**src/rtl/bus_master_if_if.sv**
```systemverilog
// ---------------------------------------------------------------------------
// bus_master_if_if
//
// Signal bundle for the shared system bus between one initiator and the
// memory-mapped slaves (ROM, SPM, peripherals). All handshake strobes are
// active-low, marked by a trailing underscore.
//
// Signals:
//   bus_req_     initiator -> arbiter   arbitration request
//   bus_grant_   arbiter   -> initiator bus grant
//   bus_as_      initiator -> slaves    one-cycle address strobe
//   bus_rw       initiator -> slaves    1 = read, 0 = write
//   bus_addr     initiator -> slaves    word address (ADDR_W)
//   bus_wr_data  initiator -> slaves    write data (DATA_W)
//   bus_rd_data  slaves    -> initiator read data, valid while bus_rdy_ = 0
//   bus_rdy_     slaves    -> initiator transfer complete
//
// Modports:
//   master  the initiator side (bus_master_if)
//   slave   the responder side (grant driven by the arbiter or the bench)
// ---------------------------------------------------------------------------
interface bus_master_if_if #(
  parameter int ADDR_W = 30,
  parameter int DATA_W = 32
);

  logic              bus_req_;
  logic              bus_grant_;
  logic              bus_as_;
  logic              bus_rw;
  logic [ADDR_W-1:0] bus_addr;
  logic [DATA_W-1:0] bus_wr_data;
  logic [DATA_W-1:0] bus_rd_data;
  logic              bus_rdy_;

  modport master (
    output bus_req_,
    output bus_as_,
    output bus_rw,
    output bus_addr,
    output bus_wr_data,
    input  bus_grant_,
    input  bus_rd_data,
    input  bus_rdy_
  );

  modport slave (
    input  bus_req_,
    input  bus_as_,
    input  bus_rw,
    input  bus_addr,
    input  bus_wr_data,
    output bus_grant_,
    output bus_rd_data,
    output bus_rdy_
  );

endinterface

```
**src/rtl/bus_master_if.sv**
```systemverilog
// ---------------------------------------------------------------------------
// bus_master_if
//
// Bus initiator that turns single-word read/write requests from a CPU
// pipeline stage into bus transactions:
//   request/grant arbitration -> one-cycle address strobe -> wait for ready.
// The pipeline is stalled for the whole transaction; read data comes back
// registered together with a one-cycle cpu_done pulse.
//
// Sequence against a registered-ready slave with immediate grant:
//   cycle 0 IDLE (cpu_req seen), 1 REQ, 2 ACCESS (as_ low),
//   3 WAIT (rdy_ low), 4 DONE (cpu_done, cpu_rd_data valid).
//
// Ports:
//   clk          system clock, rising edge
//   reset        asynchronous active-low reset
//   cpu_req      request, held high until the cpu_done cycle
//   cpu_rw       1 = read, 0 = write
//   cpu_addr     word address
//   cpu_wr_data  write data
//   cpu_flush    pipeline flush; cancels a transaction still in REQ
//   cpu_rd_data  registered read data, valid in the cpu_done cycle and held
//   cpu_stall    combinational pipeline stall
//   cpu_done     one-cycle completion pulse
//   cpu_err      completion was a bus timeout
//   bus          bus_master_if_if.master bundle (see rtl/bus_master_if_if.sv)
//
// Optional feature (macro BUS_TIMEOUT_EN):
//   When defined, a WAIT-cycle counter forces an error completion
//   (cpu_err = 1, cpu_rd_data = 0) after TIMEOUT_CYCLES cycles in WAIT with
//   no ready. When undefined, WAIT lasts indefinitely and cpu_err is 0.
// ---------------------------------------------------------------------------
module bus_master_if #(
  parameter int ADDR_W         = 30,
  parameter int DATA_W         = 32,
  parameter int TIMEOUT_CYCLES = 255
) (
  input  logic              clk,
  input  logic              reset,
  input  logic              cpu_req,
  input  logic              cpu_rw,
  input  logic [ADDR_W-1:0] cpu_addr,
  input  logic [DATA_W-1:0] cpu_wr_data,
  input  logic              cpu_flush,
  output logic [DATA_W-1:0] cpu_rd_data,
  output logic              cpu_stall,
  output logic              cpu_done,
  output logic              cpu_err,
  bus_master_if_if.master   bus
);

  if (TIMEOUT_CYCLES < 1) begin : g_timeout_chk
    $error("TIMEOUT_CYCLES must be at least 1");
  end

  typedef enum logic [2:0] {
    IDLE   = 3'd0,
    REQ    = 3'd1,
    ACCESS = 3'd2,
    WAIT   = 3'd3,
    DONE   = 3'd4
  } state_t;

  state_t            state_q, state_d;

  logic              req_n_q, req_n_d;
  logic              as_n_q, as_n_d;
  logic              rw_q, rw_d;
  logic [ADDR_W-1:0] addr_q, addr_d;
  logic [DATA_W-1:0] wdata_q, wdata_d;
  logic [DATA_W-1:0] rdata_q, rdata_d;
  logic              done_q, done_d;
  // Set when the pipeline flushed after the bus transaction had already
  // started; the transaction finishes on the bus but is not reported.
  logic              flushed_q, flushed_d;

  logic              start;
  logic              complete;
  logic              flush_late;
  logic              timeout_hit;

  assign start      = (state_q == IDLE) && cpu_req && !cpu_flush;
  assign flush_late = cpu_flush && ((state_q == ACCESS) || (state_q == WAIT));
  // DONE is only ever entered from ACCESS or WAIT.
  assign complete   = (state_d == DONE) && (state_q != DONE);

`ifdef BUS_TIMEOUT_EN
  localparam int CNT_W = ($clog2(TIMEOUT_CYCLES + 1) > 8) ?
                         $clog2(TIMEOUT_CYCLES + 1) : 8;

  logic [CNT_W-1:0] wait_cnt_q, wait_cnt_d;
  logic             err_q;

  // The counter sits at zero outside WAIT, so it is clear on WAIT entry and
  // equals the number of WAIT cycles already spent. Ready in the expiry
  // cycle wins because the hit requires bus_rdy_ still high.
  assign timeout_hit = (state_q == WAIT) && bus.bus_rdy_ &&
                       (wait_cnt_q == CNT_W'(TIMEOUT_CYCLES - 1));

  always_comb begin
    wait_cnt_d = '0;
    if (state_q == WAIT) begin
      wait_cnt_d = wait_cnt_q + 1'b1;
    end
  end

  always_ff @(posedge clk or negedge reset) begin
    if (!reset) begin
      wait_cnt_q <= '0;
      err_q      <= 1'b0;
    end else begin
      wait_cnt_q <= wait_cnt_d;
      if (start) begin
        err_q <= 1'b0;
      end else if (complete && !flushed_d && timeout_hit) begin
        err_q <= 1'b1;
      end
    end
  end

  assign cpu_err = err_q;
`else
  assign timeout_hit = 1'b0;
  assign cpu_err     = 1'b0;
`endif

  // State and registered outputs
  always_ff @(posedge clk or negedge reset) begin
    if (!reset) begin
      state_q   <= IDLE;
      req_n_q   <= 1'b1;
      as_n_q    <= 1'b1;
      rw_q      <= 1'b1;
      addr_q    <= '0;
      wdata_q   <= '0;
      rdata_q   <= '0;
      done_q    <= 1'b0;
      flushed_q <= 1'b0;
    end else begin
      state_q   <= state_d;
      req_n_q   <= req_n_d;
      as_n_q    <= as_n_d;
      rw_q      <= rw_d;
      addr_q    <= addr_d;
      wdata_q   <= wdata_d;
      rdata_q   <= rdata_d;
      done_q    <= done_d;
      flushed_q <= flushed_d;
    end
  end

  // Next-state logic
  always_comb begin
    state_d = state_q;
    case (state_q)
      IDLE: begin
        if (cpu_req && !cpu_flush) begin
          state_d = REQ;
        end
      end
      REQ: begin
        if (cpu_flush) begin
          state_d = IDLE;
        end else if (!bus.bus_grant_) begin
          state_d = ACCESS;
        end
      end
      ACCESS: begin
        // A combinational slave can answer in the strobe cycle itself.
        if (!bus.bus_rdy_) begin
          state_d = DONE;
        end else begin
          state_d = WAIT;
        end
      end
      WAIT: begin
        if (!bus.bus_rdy_ || timeout_hit) begin
          state_d = DONE;
        end
      end
      DONE: begin
        state_d = IDLE;
      end
      default: begin
        state_d = IDLE;
      end
    endcase
  end

  // Next values of the registered outputs
  always_comb begin
    req_n_d   = req_n_q;
    as_n_d    = as_n_q;
    rw_d      = rw_q;
    addr_d    = addr_q;
    wdata_d   = wdata_q;
    rdata_d   = rdata_q;
    done_d    = 1'b0;
    flushed_d = flushed_q;

    case (state_q)
      IDLE: begin
        if (start) begin
          req_n_d   = 1'b0;
          rw_d      = cpu_rw;
          addr_d    = cpu_addr;
          wdata_d   = cpu_wr_data;
          flushed_d = 1'b0;
        end
      end
      REQ: begin
        if (cpu_flush) begin
          req_n_d = 1'b1;
        end else if (!bus.bus_grant_) begin
          as_n_d = 1'b0;
        end
      end
      ACCESS: begin
        as_n_d = 1'b1;
      end
      DONE: begin
        req_n_d = 1'b1;
      end
      default: begin
      end
    endcase

    if (flush_late) begin
      flushed_d = 1'b1;
    end

    // A flushed transaction completes silently: no pulse, data untouched.
    if (complete && !flushed_d) begin
      done_d = 1'b1;
      if (timeout_hit) begin
        rdata_d = '0;
      end else if (rw_q) begin
        rdata_d = bus.bus_rd_data;
      end
    end
  end

  assign cpu_stall = cpu_req && (state_q != DONE) && !cpu_flush;

  assign cpu_rd_data     = rdata_q;
  assign cpu_done        = done_q;
  assign bus.bus_req_    = req_n_q;
  assign bus.bus_as_     = as_n_q;
  assign bus.bus_rw      = rw_q;
  assign bus.bus_addr    = addr_q;
  assign bus.bus_wr_data = wdata_q;

endmodule
```
**src/flat_wrapper.sv**
```systemverilog
// flat-port wrapper written by rule: the top's interface ports become plain ports
module bus_master_if_flat 
#(
  parameter int ADDR_W         = 30,
  parameter int DATA_W         = 32,
  parameter int TIMEOUT_CYCLES = 255
)
  (clk, reset, cpu_req, cpu_rw, cpu_addr, cpu_wr_data, cpu_flush, cpu_rd_data, cpu_stall, cpu_done, cpu_err, bus_bus_req_, bus_bus_as_, bus_bus_rw, bus_bus_addr, bus_bus_wr_data, bus_bus_grant_, bus_bus_rd_data, bus_bus_rdy_);
  bus_master_if_if #(.ADDR_W(ADDR_W), .DATA_W(DATA_W)) bus_i ();
  input  logic clk;
  input  logic reset;
  input  logic cpu_req;
  input  logic cpu_rw;
  input  logic [ADDR_W-1:0] cpu_addr;
  input  logic [DATA_W-1:0] cpu_wr_data;
  input  logic cpu_flush;
  output logic [DATA_W-1:0] cpu_rd_data;
  output logic cpu_stall;
  output logic cpu_done;
  output logic cpu_err;
  output wire logic [$bits(bus_i.bus_req_)-1:0] bus_bus_req_;
  output wire logic [$bits(bus_i.bus_as_)-1:0] bus_bus_as_;
  output wire logic [$bits(bus_i.bus_rw)-1:0] bus_bus_rw;
  output wire logic [$bits(bus_i.bus_addr)-1:0] bus_bus_addr;
  output wire logic [$bits(bus_i.bus_wr_data)-1:0] bus_bus_wr_data;
  input wire logic [$bits(bus_i.bus_grant_)-1:0] bus_bus_grant_;
  input wire logic [$bits(bus_i.bus_rd_data)-1:0] bus_bus_rd_data;
  input wire logic [$bits(bus_i.bus_rdy_)-1:0] bus_bus_rdy_;
  assign bus_bus_req_ = bus_i.bus_req_;
  assign bus_bus_as_ = bus_i.bus_as_;
  assign bus_bus_rw = bus_i.bus_rw;
  assign bus_bus_addr = bus_i.bus_addr;
  assign bus_bus_wr_data = bus_i.bus_wr_data;
  assign bus_i.bus_grant_ = bus_bus_grant_;
  assign bus_i.bus_rd_data = bus_bus_rd_data;
  assign bus_i.bus_rdy_ = bus_bus_rdy_;
  bus_master_if #(.ADDR_W(ADDR_W), .DATA_W(DATA_W), .TIMEOUT_CYCLES(TIMEOUT_CYCLES)) u_core (.clk(clk), .reset(reset), .cpu_req(cpu_req), .cpu_rw(cpu_rw), .cpu_addr(cpu_addr), .cpu_wr_data(cpu_wr_data), .cpu_flush(cpu_flush), .cpu_rd_data(cpu_rd_data), .cpu_stall(cpu_stall), .cpu_done(cpu_done), .cpu_err(cpu_err), .bus(bus_i));
endmodule
```
**config.mk**
```make
export PLATFORM = sky130hd
export DESIGN_NAME = bus_master_if_flat
export DESIGN_NICKNAME = d
export VERILOG_FILES = /design/src/rtl/bus_master_if_if.sv /design/src/rtl/bus_master_if.sv /design/src/flat_wrapper.sv
export SDC_FILE = /design/constraint.sdc
export NUM_CORES = 1
export LEC_CHECK = 0
export CAP_MARGIN = 20
export CORE_MARGIN = 2
export CORE_UTILIZATION = 40
export CTS_BUF_LIST = sky130_fd_sc_hd__clkbuf_4 sky130_fd_sc_hd__clkbuf_8
export DETAILED_ROUTE_END_ITERATION = 8
export PLACE_DENSITY = 0.88
export REMOVE_ABC_BUFFERS = 1
export SLEW_MARGIN = 20
export SYNTH_ARGS = -nofsm -noshare
export SYNTH_HDL_FRONTEND = slang
export SYNTH_SLANG_ARGS = --single-unit
```
**constraint.sdc**
```tcl
create_clock -name clk -period 1.8 [get_ports clk]
set_input_delay 0.36 -clock clk [delete_from_list [all_inputs] [get_ports clk]]
set_output_delay 0.36 -clock clk [all_outputs]
set_load 0.05 [all_outputs]
```
Word-level counts from Yosys, hierarchy flattened
Cells that the tools add are included.
Widths: inputs -> output; s select.
{"block": "totals", "reg_bits": 102, "inputBits": 101, "wordCells": 53}
{"block": "op_classes", "eq_ne": 10, "mux": 16, "reduce_logical": 18}
{"op": "$mux 3", "count": 5}
{"op": "$pmux 3 s4", "count": 1}
{"op": "$logic_and 1x1->1", "count": 8}
{"op": "$mux 1", "count": 8}
{"op": "$eq 3x2->1 const B", "count": 2}
{"op": "$eq 3x3->1 const B", "count": 2}
{"op": "$ne 2x2->1 const B", "count": 3}
{"op": "$reduce_and 3->1", "count": 2}
{"op": "$reduce_and 2->1", "count": 2}
{"op": "$eq 3x1->1 const B", "count": 1}
{"op": "$logic_not 3->1", "count": 1}
{"op": "$ne 3x3->1 const B", "count": 1}
{"op": "$pmux 1 s3", "count": 1}
{"op": "$reduce_bool 3->1", "count": 1}
{"op": "$logic_not 1->1", "count": 2}
{"op": "$ne 2x1->1 const B", "count": 1}
{"op": "$pmux 1 s2", "count": 1}
{"op": "$reduce_bool 2->1", "count": 1}
{"op": "$logic_or 1x1->1", "count": 1}

Logic depth before layout (Yosys ltp)
Gate-level depths: netlist of the first run.
{"block": "logic_depth", "ltp_word": 9, "depth_mapped": 5}

Worst setup path before layout of the first run
Ideal clock, no wire load.
{"block": "synth_path", "path_type": "register -> output", "from": "register u_core.state_q[0]", "to": "output port cpu_stall", "arrival_ps": 1316, "required_time_ps": 1440, "slack_ps": 124, "path_stages_with_launch": 4, "n_path_buf": 1, "cell_sequence": "dfrtp_1 -> buf_2 -> nor2_1 -> a21oi_1"}
{"block": "synth_via", "elab_chain_cells": 3}
{"item": "start, declared", "line": "bus_master_if.sv:64", "source": "state_t state_q, state_d;"}
{"item": "start signal, assigned", "line": "bus_master_if.sv:140", "source": "state_q <= state_d;"}
{"item": "$ne 3x3->1", "line": "bus_master_if.sv:243", "source": "assign cpu_stall = cpu_req && (state_q != DONE) && !cpu_flush;"}
{"item": "$logic_and 1x1->1 (2 in series)", "line": "bus_master_if.sv:243"}
{"item": "end, declared", "line": "flat_wrapper.sv:18", "source": "output logic cpu_stall;"}
No other way between the ends.

Worst setup path in the final report of the first run
{"block": "layout_path", "from": "register u_core.state_q[2]", "to": "register u_core.wdata_q[31] (netlist: u_core.bus.bus_wr_data[31])"}
{"block": "layout_via", "elab_chain_cells": 4}
{"item": "$logic_not 3->1 *", "line": "bus_master_if.sv:82, bus_master_if.sv:201"}
{"item": "$logic_and 1x1->1 (2 in series)", "line": "bus_master_if.sv:82", "source": "assign start = (state_q == IDLE) && cpu_req && !cpu_flush;"}
{"item": "$reduce_and 2->1 (no source line) *"}
{"item": "end signal, assigned", "line": "bus_master_if.sv:145", "source": "wdata_q <= wdata_d;"}
{"item": "end, declared", "line": "bus_master_if.sv:70", "source": "logic [DATA_W-1:0] wdata_q, wdata_d;"}
Every way passes the cells marked *; elsewhere a longest branch is shown, timed or not.
A chain may end at the register's enable or synchronous reset.

==> results of run 1 <==
[cell type report]
class | instances | area, µm²
clock buffer | 11 | 139
multi-input combinational | 121 | 1370
clock inverter | 5 | 27.5
fill | 742 | 3650
tap | 133 | 166
timing repair buffer | 213 | 1910
inverter | 1 | 3.75
sequential | 102 | 2560
[placed cells by master, fill, tap and decap left out, types with 2 or more instances in the layout]
cell type / synthesis / final
a21oi_1: 6 / 5
nand2_1: 2 / 2
clkinv_2: 0 / 4
mux2_4: 30 / 30
nand2b_1: 2 / 2
dfrtp_1: 99 / 99
mux2_1: 48 / 48
clkbuf_8: 0 / 9
buf_12: 0 / 5
clkbuf_4: 0 / 2
buf_4: 2 / 108
mux2_2: 17 / 17
dfstp_2: 3 / 3
clkdlybuf4s50_1: 0 / 99
nor2_1: 5 / 5
[registers in the layout (all words and copies together) (netlist names)]
register,cells
u_core.bus.bus_wr_data,32
u_core.cpu_rd_data,32
u_core.bus.bus_addr,30
u_core.state_q,3
u_core.bus.bus_as_,1
u_core.bus.bus_req_,1
u_core.bus.bus_rw,1
u_core.cpu_done,1
u_core.flushed_q,1
[final timing paths]
check | endpoint | depth (start not counted) | from | slack (ns)
setup / recovery | u_core.bus.bus_wr_data[31]$_DFFE_PN0P_ | 3 | u_core.state_q[2]$_DFF_PN0_ | 0.10
hold / removal | u_core.bus.bus_addr[23]$_DFFE_PN0P_ | 2 | reset | 0.47
setup reg to reg | u_core.bus.bus_wr_data[31]$_DFFE_PN0P_ | 3 | u_core.state_q[2]$_DFF_PN0_ | 0.10
hold reg to reg | u_core.bus.bus_req_$_DFFE_PN1P_ | 2 | u_core.bus.bus_req_$_DFFE_PN1P_ | 0.48
max in group asynchronous | u_core.bus.bus_wr_data[14]$_DFFE_PN0P_ | 3 | reset | 0.74
min in group clk | u_core.bus.bus_req_$_DFFE_PN1P_ | 2 | u_core.bus.bus_req_$_DFFE_PN1P_ | 0.48
[repair_timing]
action,CTS,global route
hold endpoints to repair,22,0
buffers inserted,0,2
endpoints found under the setup margin,1,1
hold buffers,1,0
pin swaps,0,0
gates resized for setup,1,0
[layer usage]
metal  part of all wire  vias to the layer above  track usage
met2               0.50                      139        0.293
met4             0.0092                        0       0.0524
met1               0.42                     1314        0.214
met5                  0                        -            0
li1                   -                     1247            -
met3              0.073                        7       0.0487
[power groups by stage]
stage	logic (mW)	registers [mW]	clock network [mW]
2_1_floorplan	0.853	6.15	0
3_3_place_gp	5.21	3.54	0
3_5_place_dp	5.30	3.57	0
4_1_cts	5.29	3.55	1.31
5_1_grt	5.43	3.64	1.40
6_report	5.25	3.54	1.25
[metrics by stage]
stage | total power, mW | hold slack (ns) | std cells | utilization
after global placement | 8.75 | 0.294 | 567 | 0.609
after detailed placement | 8.87 | 0.304 | 567 | 0.609
final | 10.0 | 0.470 | 586 | 0.629
after global routing | 10.5 | 0.476 | 586 | 0.629
after floorplan | 7.00 | 0.0644 | 224 | -
after CTS | 10.2 | 0.461 | 584 | 0.627
[Yosys cell counts]
library cell | number | area (µm²)
inv_1 | 1 | 3.75
and2_1 | 1 | 6.26
nor3_1 | 1 | 5.00
dfstp_2 | 3 | 78.8
conb_1 | 1 | 3.75
buf_2 | 3 | 15.0
nor2_1 | 5 | 18.8
buf_4 | 2 | 15.0
nand3_4 | 1 | 17.5
a211o_1 | 1 | 8.76
or3_1 | 1 | 6.26
dfrtp_1 | 99 | 2480
mux2_2 | 17 | 191
nand2_1 | 2 | 7.51
nand2b_1 | 2 | 12.5
mux2i_1 | 1 | 10.0
mux2_4 | 30 | 450
nor2b_1 | 1 | 6.26
nor3b_4 | 1 | 18.8
nor4_4 | 1 | 21.3
buf_6 | 9 | 101
a21oi_1 | 6 | 30.0
o41ai_1 | 1 | 8.76
mux2_1 | 48 | 541
[kinds of logic (layout without fill, tap and decap cells)]
kind of cell,after synthesis,count (layout)
multiplexers,96,96
flip-flops,102,102
AND/OR/NAND/NOR,16,16
buffers and inverters,15,230
other,1,1
AO/OA/AOI/OAI,8,8
[critical path, stage by stage (launching register included)]
cell,delay (ns)
dfrtp_1,0.53
nor4_4,0.37
buf_12,0.28
mux2_2,0.37
==> qor.yml, run 1 <==
status: "complete, no violations"
cts.sinks: 102
grt_pass1_wl_um: 14900
finalSetupViolations: 0
swShare: 0.457
hold_path.class: "primary input to asynchronous set/reset pin"
p_int_mw: 5.45
die-area_um2: 11000
layout_min_cycle_time_ns: 1.70
synth-simple-area-share: 0.0296
critPathKind: "flop to flop"
synth-compound-area-share: 0.0117
grt_setup_unrepaired: "no"
cp-start-kind: "flop"
avgSynthCellArea_um2: 17.0
routedWlPerCell_um: 15.8
synth.distinct_cells: 24
setup_tns_ns: 0
period_share: 0.943
synthMuxAreaShare: 0.294
peakVddDrop_mv: 1.05
cp-end-kind: "flop"
ys_seq_area_frac: 0.630
insertion_delay_ns: 0.35
grt_pass1_vias: 2920
ios: 201
dp_hpwl_um: 7160
cp_data_arrival_time_ns: 1.93
synthCells: 238
cts-buffers-inserted: 9
final_area_um2: 6170
initial_core_util: 0.413
port_buffers: 199
worst-path-max-fanout: 43
finClkSkew_ns: 0.0110
power_per_cell_area_nw_per_um2: 1630
synthToLayoutAreaGrowth_pct: 52.2
die_height_um: 105
drive_gt1_frac: 0.404
via_per_inst: 4.62
drv_cap: 0
diodes: 0
drcViolationCount: 0
dp_slack_ns: -0.258
place_area_um2: 5980
clk_pin_slew_ns: 0.09
cts_tree: "built"
postRouteAntennaNets: 0
place.gp.congestion: 0.764
core_um2: 9820
drt_first_pass_iters: 4
h-tree-depth: 3
finalHoldViolCount: 0
synthXorXnorAreaFrac: 0
ys_warn_count: 0
drt-total-wl_um: 9290
fmax_mhz: 589
overflow: 0
grt_max_degree: 51
grt_antenna_before_repair: 0
track_usage: 0.172
p_sw_mw: 4.58
leakagePower_nw: 2.92
cts_max_path_buffers: 2
syn-cell-area_um2: 4060
die_w_um: 105
pwr-share-comb: 0.523
synth_adder_area_share: 0
seq_power_share: 0.353
maxSlewViolCount: 0
cp_data_required_time_ns: 2.03
cts_root_buf: "clkbuf_8"
vias: 2707
ys_ff_latch: 102
first_iter_violations: 89
p_clk_frac: 0.124
setup_ws_ns: 0.102
row_count: 36
synth_top_family_by_area: "multiplexers"
layout.nets: 549
(Power assumes the default switching activity.)
==> run 2, diff against run 1 <==
--- a/config.mk
+++ b/config.mk
@@ -10,6 +10,7 @@
 export CORE_UTILIZATION = 40
 export CTS_BUF_LIST = sky130_fd_sc_hd__clkbuf_4 sky130_fd_sc_hd__clkbuf_8
 export DETAILED_ROUTE_END_ITERATION = 8
+export GPL_ROUTABILITY_DRIVEN = 0
 export PLACE_DENSITY = 0.88
 export REMOVE_ABC_BUFFERS = 1
 export SLEW_MARGIN = 20
==> results of run 2 <==
The final DEF is identical to that of run 1; final timing and power are the same.
==> run 3, diff against run 2 <==
--- a/config.mk
+++ b/config.mk
@@ -9,6 +9,7 @@
 export CORE_MARGIN = 2
 export CORE_UTILIZATION = 40
 export CTS_BUF_LIST = sky130_fd_sc_hd__clkbuf_4 sky130_fd_sc_hd__clkbuf_8
+export CTS_CLUSTER_DIAMETER = 200
 export DETAILED_ROUTE_END_ITERATION = 8
 export GPL_ROUTABILITY_DRIVEN = 0
 export PLACE_DENSITY = 0.88
==> results of run 3 <==
The final DEF is identical to that of run 1; final timing and power are the same.
